===== src/rtl/rr_dispatch.sv =====
// rr_dispatch: round-robin fan-out of one valid/ready job stream to credit-limited workers
module rr_dispatch #(
  parameter int NUM_PORTS  = 4,
  parameter int DATA_WIDTH = 32,
  parameter int CREDITS    = 2
) (
  input  logic                  clk,
  input  logic                  rst,
  input  logic [NUM_PORTS-1:0]  port_en,
  input  logic                  in_valid,
  output logic                  in_ready,
  input  logic [DATA_WIDTH-1:0] in_data,
  output logic [NUM_PORTS-1:0]  out_valid,
  input  logic [NUM_PORTS-1:0]  out_ready,
  output logic [DATA_WIDTH-1:0] out_data,
  input  logic [NUM_PORTS-1:0]  done,
  output logic                  idle,
  output logic                  err_credit
);
  localparam int CW = $clog2(CREDITS + 1);
  localparam logic [CW-1:0] FULL_CR = CW'(CREDITS);
  logic [NUM_PORTS-1:0] token, cand, sel, cr_full;
  logic [2*NUM_PORTS-1:0] dbl, gnt;
  logic [CW-1:0] credit [NUM_PORTS];
  logic full, fire_out, accept;
  always_comb begin
    cand = '0;
    cr_full = '0;
    for (int i = 0; i < NUM_PORTS; i++) begin
      cand[i] = port_en[i] & (credit[i] != '0);
      cr_full[i] = credit[i] == FULL_CR;
    end
  end
  // doubled vector lets the borrow of a subtract find the first candidate at or after the token
  assign dbl = {cand, cand};
  assign gnt = dbl & ~(dbl - {{NUM_PORTS{1'b0}}, token});
  assign sel = gnt[NUM_PORTS-1:0] | gnt[2*NUM_PORTS-1:NUM_PORTS];
  assign full = |out_valid;
  assign fire_out = |(out_valid & out_ready);
  assign in_ready = ~rst & (|cand) & (~full | fire_out);
  assign accept = in_valid & in_ready;
  assign idle = ~full & (&cr_full);
  always_ff @(posedge clk) begin
    if (rst) begin
      out_valid <= '0;
      out_data <= '0;
      token <= NUM_PORTS'(1);
      err_credit <= 1'b0;
      for (int i = 0; i < NUM_PORTS; i++) credit[i] <= FULL_CR;
    end else begin
      if (accept) begin
        out_valid <= sel;
        out_data <= in_data;
        token <= {sel[NUM_PORTS-2:0], sel[NUM_PORTS-1]};
      end else if (fire_out) begin
        out_valid <= '0;
      end
      for (int i = 0; i < NUM_PORTS; i++) begin
        if (done[i] && !(accept && sel[i])) begin
          if (credit[i] == FULL_CR) err_credit <= 1'b1;
          else credit[i] <= credit[i] + CW'(1);
        end else if (!done[i] && accept && sel[i]) begin
          credit[i] <= credit[i] - CW'(1);
        end
      end
    end
  end
endmodule


===== config.mk =====
export PLATFORM = sky130hd
export DESIGN_NAME = rr_dispatch
export DESIGN_NICKNAME = d
export VERILOG_FILES = /design/src/rtl/rr_dispatch.sv
export SDC_FILE = /design/constraint.sdc
export NUM_CORES = 1
export LEC_CHECK = 0
export CAP_MARGIN = 20
export CELL_PAD_IN_SITES_DETAIL_PLACEMENT = 1
export CELL_PAD_IN_SITES_GLOBAL_PLACEMENT = 1
export CORE_ASPECT_RATIO = 0.5
export CORE_MARGIN = 2
export CORE_UTILIZATION = 28
export CTS_CLUSTER_SIZE = 10
export DETAILED_ROUTE_END_ITERATION = 7
export PLACE_DENSITY = 0.72
export SLEW_MARGIN = 0
export SYNTH_ARGS = -nofsm -noshare
export SYNTH_HDL_FRONTEND = slang
export SYNTH_SLANG_ARGS = --single-unit
export TNS_END_PERCENT = 20

===== constraint.sdc =====
create_clock -name clk -period 3.11 [get_ports clk]
set_input_delay 0.7775 -clock clk [delete_from_list [all_inputs] [get_ports clk]]
set_output_delay 0.7775 -clock clk [all_outputs]
set_load 0.005 [all_outputs]

==> run summary, run 1 <==
Status - complete, no violations
Clock Sinks - 49
Worst Clk Skew - 3.04 ps
Net count after synthesis - 332
Synth Register Bits - 49
Via density per instance - 4.79
CTS max path bufs - 2
Top FF cell, synth - dfxtp_1
Grt total ovfl - 0
DIE AREA - 0.00896 sq mm
I/O pins - 86
Lkg Pwr - 1.36 nW
Routed Antenna Nets - 0
DR vias - 2,370
Sequential-to-total area share from yosys stat - 0.464
Tmin final - 3050 ps
Worst VDD drop - 0.000226 V
Final net count - 435
Tot Pwr - 1.76 mW
Slew Limit Fails - 0
Wirelength, routed - 8010 microns
Initial antenna violation count - 0
Worst Path Buf+Inv - 3
Asr flop ratio synth - 0
CP delay by family, top - compound AO/OA/AOI/OAI gates
Worst-Skew Late Latency - 290 ps
CTS tree - yes
Clock transition at path regs - 70 ps
Max_slew headroom - 0.474
F_max - 0.327 GHz
PwrDens - 480 mW/mm^2
Root buffer cell - clkbuf_16
# diodes - 0
CP max stage cell - clkdlybuf4s50_1
Worst Max-Slew Pin Slew - 788 ps
Die H - 67.9 microns
Startpoint Class - input pin
Inserted Clock Buffers - 5
Tot GR Track Use - 0.184
Wire per inst - 16.2 microns
Placement Cell Area - 0.00339 sq mm
Post-synth EDFFs - 8
Number of port buffers - 85
RSZ-0062 raised after global routing - yes
Syn Area/Cell - 8.20 sq um
CP peak stage delay - 490 ps
Gpl congestion - 0.853
Commonest non-fill, non-tap cell in the layout - clkdlybuf4s50_1
Synthesis-to-layout area growth - 60.7%
Final core occ - 0.461
Worst path cell trace - clkdlybuf4s50_1, o21ai_2, inv_2, ha_4, o211a_1, o31a_1, o21a_1, o311ai_4, buf_4, nand2b_1, o32a_1
Post-route DRC - 0
Worst hold slack - 459 ps
Row cnt - 23
Initial core utilization - 0.287
Fin Setup TNS - 0 ps
Cts hold-fix bufs - 0
Ratio of cells with drive above 1 in the final layout - 0.144
Vias in the first global route - 2,612
Crit-path max FO - 3
Worst Path Arrival - 3100 ps
Type of the worst min-delay path - flop to flop
Final Cell Area - 0.00368 sq mm
Detailed Route Iter0 Violations - 94
Most frequent cells in the layout - 83 x clkdlybuf4s50_1, 78 x nand2_1, 44 x a21oi_1
Cells after Synth - 279
Mapped Area - 0.00229 sq mm
Syn. warnings - 0
Die Wd - 132 microns
First-pass GRT wire length - 12,800 microns
Count of final hold-check violations - 0
Fillers - 930
Final setup fails - 0
First-pass iteration count of the detailed router - 4
CTS HTree Levels - 2
DPL Wire Length - 5800 microns
Largest net degree at the start of global routing - 48
Kind of critical path - input pin to flop
Core Area - 0.00797 sq mm
Tcrit/Tclk final - 0.982
Crit end category - flop
Netlist cell types - 46
WP data required - 3160 ps
Max-cap viol count - 0
final timing paths:
check	depth (start not counted)	slack, ps	from	endpoint
setup / recovery	11	60	port_en[1]	credit[3][1]
hold / removal	2	460	out_data[16]	out_data[16]
setup reg to reg	7	350	out_valid[3]	out_data[15]
hold reg to reg	2	460	out_data[16]	out_data[16]
worst min-delay path, stage by stage, from the launching register on:
cell and delay (ps):
dfxtp_1 310, nand2_1 50, a21oi_1 50
timing repair:
item                                    CTS  global route
resized for setup                         9            10
setup buffers                             2             2
endpoints found under the setup margin    5            17
pin swaps                                 2             2
logic make-up (layout without fill, tap and decap cells):
group / after synthesis / count (layout) / share of synthesized area
and+or+nand+nor: 126 / 126 / 0.252
AOI/OAI and AO/OA: 68 / 68 / 0.179
DFF: 49 / 49 / 0.464
buffers and inverters: 24 / 128 / 0.0443
adders and majority gates: 6 / 6 / 0.0361
xor gates and xnor gates: 4 / 4 / 0.0153
muxes: 2 / 2 / 0.00984
metal layers:
| layer | vias to the layer above | wire length [microns] | track usage |
|---|---|---|---|
| met4 | 0 | 86 | 0.0625 |
| met1 | 1152 | 3360 | 0.208 |
| met5 | - | 0 | 0 |
| li1 | 1157 | - | - |
| met2 | 53 | 4260 | 0.355 |
| met3 | 8 | 304 | 0.0393 |
where the power goes:
part	total [mW]	switching [mW]	leakage, nW	internal, mW
clock network	0.633	0.257	0.0872	0.375
logic	0.414	0.188	0.864	0.226
registers	0.718	0.0308	0.408	0.687
total	1.76	0.476	1.36	1.29
final cells by class:
type | instances | area, sq um | share of cell area
Tap cell | 112 | 140 | 0.0381
Clock buffer | 7 | 164 | 0.0446
Multi-Input combinational cell | 206 | 1220 | 0.331
Sequential cell | 49 | 1060 | 0.288
Clock inverter | 1 | 11.3 | 0.00306
Inverter | 10 | 37.5 | 0.0102
Timing Repair Buffer | 110 | 1050 | 0.285
stage by stage:
stage | worst slack, ps | std cells
4_1_cts | 27.4 | 493
6_report | 55.0 | 495
2_1_floorplan | 90.2 | 279
3_3_place_gp | -237 | 483
3_5_place_dp | -326 | 483
5_1_grt | -47.6 | 495
synthesized netlist by cell type (2+ instances only):
| cell | count | share of area |
|---|---|---|
| edfxtp_1 | 8 | 0.10 |
| nor2_1 | 8 | 0.013 |
| a211o_1 | 2 | 0.0077 |
| nand2b_1 | 6 | 0.016 |
| o21ai_0 | 2 | 0.0044 |
| a22oi_1 | 3 | 0.0098 |
| o21a_1 | 4 | 0.013 |
| nor4_1 | 2 | 0.0055 |
| clkbuf_1 | 12 | 0.020 |
| xnor2_1 | 2 | 0.0077 |
| nor2b_1 | 5 | 0.014 |
| ha_1 | 5 | 0.027 |
| nand2_1 | 79 | 0.13 |
| xor2_1 | 2 | 0.0077 |
| nand3_1 | 5 | 0.011 |
| inv_1 | 10 | 0.016 |
| and2_1 | 4 | 0.011 |
| a21oi_1 | 44 | 0.096 |
| nand3b_1 | 2 | 0.0066 |
| or3_1 | 3 | 0.0082 |
| mux2_2 | 2 | 0.0098 |
| dfxtp_1 | 41 | 0.36 |
| nor3_1 | 5 | 0.011 |
state kept, by name, indices dropped and copies added (netlist names):
register / flops
credit: 8
token: 4
out_valid: 4
err_credit: 1
out_data: 32
No activity file was read; power rests on OpenSTA's default activity.
==> run 2, diff against run 1 <==
--- a/config.mk
+++ b/config.mk
@@ -14,7 +14,7 @@
 export CTS_CLUSTER_SIZE = 10
 export DETAILED_ROUTE_END_ITERATION = 7
 export PLACE_DENSITY = 0.72
-export SLEW_MARGIN = 0
+export SLEW_MARGIN = 20
 export SYNTH_ARGS = -nofsm -noshare
 export SYNTH_HDL_FRONTEND = slang
 export SYNTH_SLANG_ARGS = --single-unit
==> constraint.sdc (replaced) <==
create_clock -name clk -period 3.11 [get_ports clk]
set_input_delay 0.7775 -clock clk [delete_from_list [all_inputs] [get_ports clk]]
set_output_delay 0.7775 -clock clk [all_outputs]
set_load 0.1 [all_outputs]
==> run summary, run 2 (synthesized netlist as in run 1, its figures left out) <==
Status - complete, no violations (unchanged)
Max_slew headroom - 0.557 (was 0.474)
Final setup fails - 0 (unchanged)
Tot GR Track Use - 0.166 (was 0.184)
Worst-Skew Late Latency - 290 ps (about the same)
Count of final hold-check violations - 0 (unchanged)
First-pass GRT wire length - 11,700 microns (was 12,800 microns)
Tmin final - 3020 ps (was 3050 ps)
First-pass iteration count of the detailed router - 4 (unchanged)
Kind of critical path - input pin to output port (was input pin to flop)
RSZ-0062 raised after global routing - no (was yes)
CP max stage cell - clkdlybuf4s50_1 (unchanged)
Crit end category - output port (was flop)
Via density per instance - 4.74 (was 4.79)
Clock transition at path regs - 60 ps (was 70 ps)
F_max - 0.331 GHz (was 0.327 GHz)
CTS max path bufs - 2 (unchanged)
Inserted Clock Buffers - 5 (unchanged)
Detailed Route Iter0 Violations - 66 (was 94)
Number of port buffers - 85 (unchanged)
Initial antenna violation count - 0 (unchanged)
Largest regs - out_data (32), credit (8) (unchanged)
Vias in the first global route - 2,448 (was 2,612)
Worst VDD drop - 0.000200 V (was 0.000226 V)
Slew Limit Fails - 0 (unchanged)
CP peak stage delay - 450 ps (was 490 ps)
Largest net degree at the start of global routing - 50 (was 48)
Grt total ovfl - 0 (unchanged)
Die H - 67.9 microns (unchanged)
I/O pins - 86 (unchanged)
Placement Cell Area - 0.00332 sq mm (was 0.00339 sq mm)
Routed Antenna Nets - 0 (unchanged)
Initial core utilization - 0.287 (unchanged)
Dpl cells - 485 (was 483)
Worst hold slack - 461 ps (was 459 ps)
DR vias - 2,342 (was 2,370)
Worst Clk Skew - 3.91 ps (was 3.04 ps)
DPL Wire Length - 5760 microns (was 5800 microns)
CTS tree - yes (unchanged)
Non-filler instance count after layout - 494 (was 495)
WP data required - 2330 ps (was 3160 ps)
# diodes - 0 (unchanged)
Ratio of cells with drive above 1 in the final layout - 0.223 (was 0.144)
Final net count - 434 (was 435)
Startpoint Class - input pin (unchanged)
Number of flip-flops under the largest register name - 32 (unchanged)
Gpl congestion - 0.845 (was 0.853)
Type of the worst min-delay path - flop to flop (unchanged)
Wire per inst - 15.0 microns (was 16.2 microns)
Final Cell Area - 0.00352 sq mm (was 0.00368 sq mm)
Most frequent cells in the layout - 79 x nand2_1, 61 x buf_4, 44 x a21oi_1, 44 x clkdlybuf4s50_1, 41 x dfxtp_1 (was 83 x clkdlybuf4s50_1, 78 x nand2_1, 44 x a21oi_1)
Synthesis-to-layout area growth - 53.6% (was 60.7%)
Worst Path Arrival - 2240 ps (was 3100 ps)
CTS HTree Levels - 2 (unchanged)
Die Wd - 132 microns (unchanged)
Commonest non-fill, non-tap cell in the layout - nand2_1 (was clkdlybuf4s50_1)
PwrDens - 536 mW/mm^2 (was 480 mW/mm^2)
DIE AREA - 0.00896 sq mm (unchanged)
Final core occ - 0.441 (was 0.461)
Row cnt - 23 (unchanged)
Max-cap viol count - 0 (unchanged)
Root buffer cell - clkbuf_16 (unchanged)
Worst Max-Slew Pin Slew - 663 ps (was 788 ps)
Lkg Pwr - 1.40 nW (was 1.36 nW)
Worst path cell trace - clkdlybuf4s50_1, o21a_1, buf_4, nor4_2, buf_4, nor3_4, buf_12 (was clkdlybuf4s50_1, o21ai_2, inv_2, ha_4, o211a_1, o31a_1, o21a_1, o311ai_4, buf_4, nand2b_1, o32a_1)
Fin Setup TNS - 0 ps (unchanged)
Biggest register - out_data (unchanged)
Crit-path max FO - 6 (was 3)
Post-route DRC - 0 (unchanged)
Fillers - 962 (was 930)
Clock Sinks - 49 (unchanged)
CP dominant cell by count - buf_4
Core Area - 0.00797 sq mm (unchanged)
Tcrit/Tclk final - 0.971 (was 0.982)
Wirelength, routed - 7390 microns (was 8010 microns)
run 2: per-stage QoR:
| step | setup slack, ps | total power, mW |
|---|---|---|
| 2_1_floorplan | -54.8 | 1.14 |
| 3_3_place_gp | -239 | 1.34 |
| 3_5_place_dp | -384 | 1.36 |
| 4_1_cts | 27.6 | 1.90 |
| 5_1_grt | 16.7 | 1.98 |
| 6_report | 91.5 | 1.89 |
run 2: area by class of cell:
class / count / area (sq um) / share of cell area
multi-input combinational: 206 / 1180 / 0.335
inverter: 10 / 37.5 / 0.0107
clock inverter: 2 / 13.8 / 0.00391
clock buffer: 6 / 129 / 0.0367
tap: 112 / 140 / 0.0399
timing repair buffer: 109 / 956 / 0.272
sequential: 49 / 1060 / 0.302
run 2: what timing repair did:
action                     4_1_cts  5_1_grt
hold buffers                     0        0
setup buffers                    1        0
setup endpoints to repair        6        9
pin swaps                        1        1
resized for setup                4        6
run 2: final timing paths:
| path | to | from | cells past startpoint | slack [ps] |
|---|---|---|---|---|
| worst min register to register | out_data[23] | out_data[23] | 2 | 460 |
| worst max register to register | credit[3][1] | credit[1][1] | 10 | 410 |
| worst max-delay path | in_ready | port_en[0] | 7 | 90 |
| worst min-delay path | out_data[23] | out_data[23] | 2 | 460 |
run 2: worst max-delay path, delay by kind of cell:
kind | cells | cell delay [ps]
buf+inv | 4 | 970
compound gates | 1 | 140
simple gates | 2 | 350
run 2: metal layers:
metal  routed length, microns  GRT usage  up-vias
met5                        0          0        -
met4                       87     0.0448        0
met3                      317     0.0341        9
met2                     3780      0.322       46
met1                     3210      0.192     1128
li1                         -          -     1159
run 2: where the power goes:
group	total, mW	switching [mW]	internal [mW]
sequential	0.719	0.0314	0.687
combinational	0.634	0.417	0.217
clock	0.533	0.233	0.300
==> run 3, diff against run 2 <==
--- a/config.mk
+++ b/config.mk
@@ -11,8 +11,10 @@
 export CORE_ASPECT_RATIO = 0.5
 export CORE_MARGIN = 2
 export CORE_UTILIZATION = 28
+export CTS_CLUSTER_DIAMETER = 30
 export CTS_CLUSTER_SIZE = 10
 export DETAILED_ROUTE_END_ITERATION = 7
+export GPL_ROUTABILITY_DRIVEN = 0
 export PLACE_DENSITY = 0.72
 export SLEW_MARGIN = 20
 export SYNTH_ARGS = -nofsm -noshare
==> run summary, run 3 (synthesized netlist as in run 1, its figures left out) <==
Status - complete, no violations (unchanged)
Row cnt - 23 (unchanged)
Largest net degree at the start of global routing - 40 (was 50)
Grt total ovfl - 0 (unchanged)
Final setup fails - 0 (unchanged)
Max-cap viol count - 0 (unchanged)
Root buffer cell - clkbuf_16 (unchanged)
Detailed Route Iter0 Violations - 91 (was 66)
First-pass iteration count of the detailed router - 4 (unchanged)
CTS max path bufs - 2 (unchanged)
Crit end category - flop (was output port)
Most frequent cells in the layout - 79 x nand2_1, 61 x buf_4, 45 x clkdlybuf4s50_1 (was 79 x nand2_1, 61 x buf_4, 44 x a21oi_1, 44 x clkdlybuf4s50_1, 41 x dfxtp_1)
F_max - 0.329 GHz (was 0.331 GHz)
Tmin final - 3040 ps (was 3020 ps)
First-pass GRT wire length - 11,800 microns (was 11,700 microns)
Tot Pwr - 1.95 mW (was 1.89 mW)
Count of final hold-check violations - 0 (unchanged)
Worst-Skew Late Latency - 290 ps (about the same)
Synthesis-to-layout area growth - 55.2% (was 53.6%)
Worst Path Buf+Inv - 3 (was 4)
CP max stage cell - clkdlybuf4s50_1 (unchanged)
Post-route DRC - 0 (unchanged)
Dpl cells - 485 (unchanged)
Ratio of cells with drive above 1 in the final layout - 0.230 (was 0.223)
Tcrit/Tclk final - 0.978 (was 0.971)
CP peak stage delay - 490 ps (was 450 ps)
WP data required - 3150 ps (was 2330 ps)
Clock transition at path regs - 70 ps (was 60 ps)
Die Wd - 132 microns (unchanged)
CP delay by family, top - compound AO/OA/AOI/OAI gates (was buffers and inverters)
DR vias - 2,329 (was 2,342)
I/O pins - 86 (unchanged)
Worst path cell trace - clkdlybuf4s50_1, o21ai_2, inv_2, ha_4, o211a_1, o31a_1, o21a_1, o311ai_4, buf_4, nand2b_1, o32a_1 (was clkdlybuf4s50_1, o21a_1, buf_4, nor4_2, buf_4, nor3_4, buf_12)
DPL Wire Length - 5850 microns (was 5760 microns)
Inserted Clock Buffers - 5 (unchanged)
CTS HTree Levels - 2 (unchanged)
Number of port buffers - 85 (unchanged)
Slew Limit Fails - 0 (unchanged)
Tot GR Track Use - 0.168 (was 0.166)
Final net count - 434 (unchanged)
Via density per instance - 4.71 (was 4.74)
Worst Max-Slew Pin Slew - 635 ps (was 663 ps)
Worst Path Arrival - 3080 ps (was 2240 ps)
PwrDens - 548 mW/mm^2 (was 536 mW/mm^2)
Commonest non-fill, non-tap cell in the layout - nand2_1 (unchanged)
Vias in the first global route - 2,362 (was 2,448)
Core Area - 0.00797 sq mm (unchanged)
Initial core utilization - 0.287 (unchanged)
# diodes - 0 (unchanged)
Type of the worst min-delay path - flop to flop (unchanged)
Max_slew headroom - 0.575 (was 0.557)
Biggest register - out_data (unchanged)
Worst Clk Skew - 6.26 ps (was 3.91 ps)
Crit-path max FO - 2 (was 6)
Die H - 67.9 microns (unchanged)
Largest regs - out_data (32), credit (8) (unchanged)
Clock Sinks - 49 (unchanged)
Number of flip-flops under the largest register name - 32 (unchanged)
DIE AREA - 0.00896 sq mm (unchanged)
Lkg Pwr - 1.40 nW (about the same)
CTS tree - yes (unchanged)
Non-filler instance count after layout - 494 (unchanged)
Kind of critical path - input pin to flop (was input pin to output port)
Wirelength, routed - 7660 microns (was 7390 microns)
Worst VDD drop - 0.000224 V (was 0.000200 V)
Wire per inst - 15.5 microns (was 15.0 microns)
Worst hold slack - 459 ps (was 461 ps)
Routed Antenna Nets - 0 (unchanged)
Initial antenna violation count - 0 (unchanged)
Startpoint Class - input pin (unchanged)
## run 3: power breakdown
group | leakage (nW) | internal [mW] | switching [mW] | total, mW
registers | 0.408 | 0.687 | 0.0313 | 0.718
logic | 0.915 | 0.217 | 0.423 | 0.640
clock network | 0.0805 | 0.346 | 0.244 | 0.589
## run 3: routing by layer
layer / wire (microns) / vias to the layer above / part of all wire / global-route usage
met3: 233 / 2 / 0.030 / 0.0333
met5: 0 / - / 0 / 0
met1: 3380 / 1141 / 0.44 / 0.197
met4: 34 / 0 / 0.0044 / 0.0353
met2: 4010 / 35 / 0.52 / 0.329
li1: - / 1151 / - / -
## run 3: timing repair
action                                  4_1_cts  5_1_grt
setup buffers                                 1        0
endpoints found under the setup margin        4       14
endpoints found under the hold margin         0        0
hold buffers                                  0        0
gates resized for setup                       1        9
pin swaps                                     0        1
## run 3: final timing paths
check / startpoint / to / slack [ps] / cells after the start
max: port_en[1] / credit[3][1] / 70 / 11
min reg2reg: out_data[23] / out_data[23] / 460 / 2
max reg2reg: out_valid[3] / credit[1][1] / 350 / 7
min: out_data[23] / out_data[23] / 460 / 2
## run 3: worst min-delay path: cells and delay by family, from the launching register on
family          cells  cell delay (ps)
flops               1              310
simple gates        1               50
compound gates      1               50
## run 3: final cells by class
class / count / area (sq um)
clock buffers: 7 / 153
clock inverters: 1 / 8.76
fillers: 953 / 4420
inverters: 10 / 37.5
multi-input cells: 206 / 1200
flip-flops and latches: 49 / 1060
well taps: 112 / 140
repair buffers: 109 / 953
## run 3: stage by stage
step / TNS [ps] / instance area (sq um) / setup WS [ps] / utilization
floorplan: -128 / 2300 / -54.8 / -
global placement: -2730 / 3320 / -242 / 0.417
detailed placement: -6030 / 3320 / -374 / 0.417
CTS: -20.4 / 3500 / -10.2 / 0.439
global route: -0.189 / 3550 / -0.189 / 0.446
finish: 0 / 3550 / 67.5 / 0.446
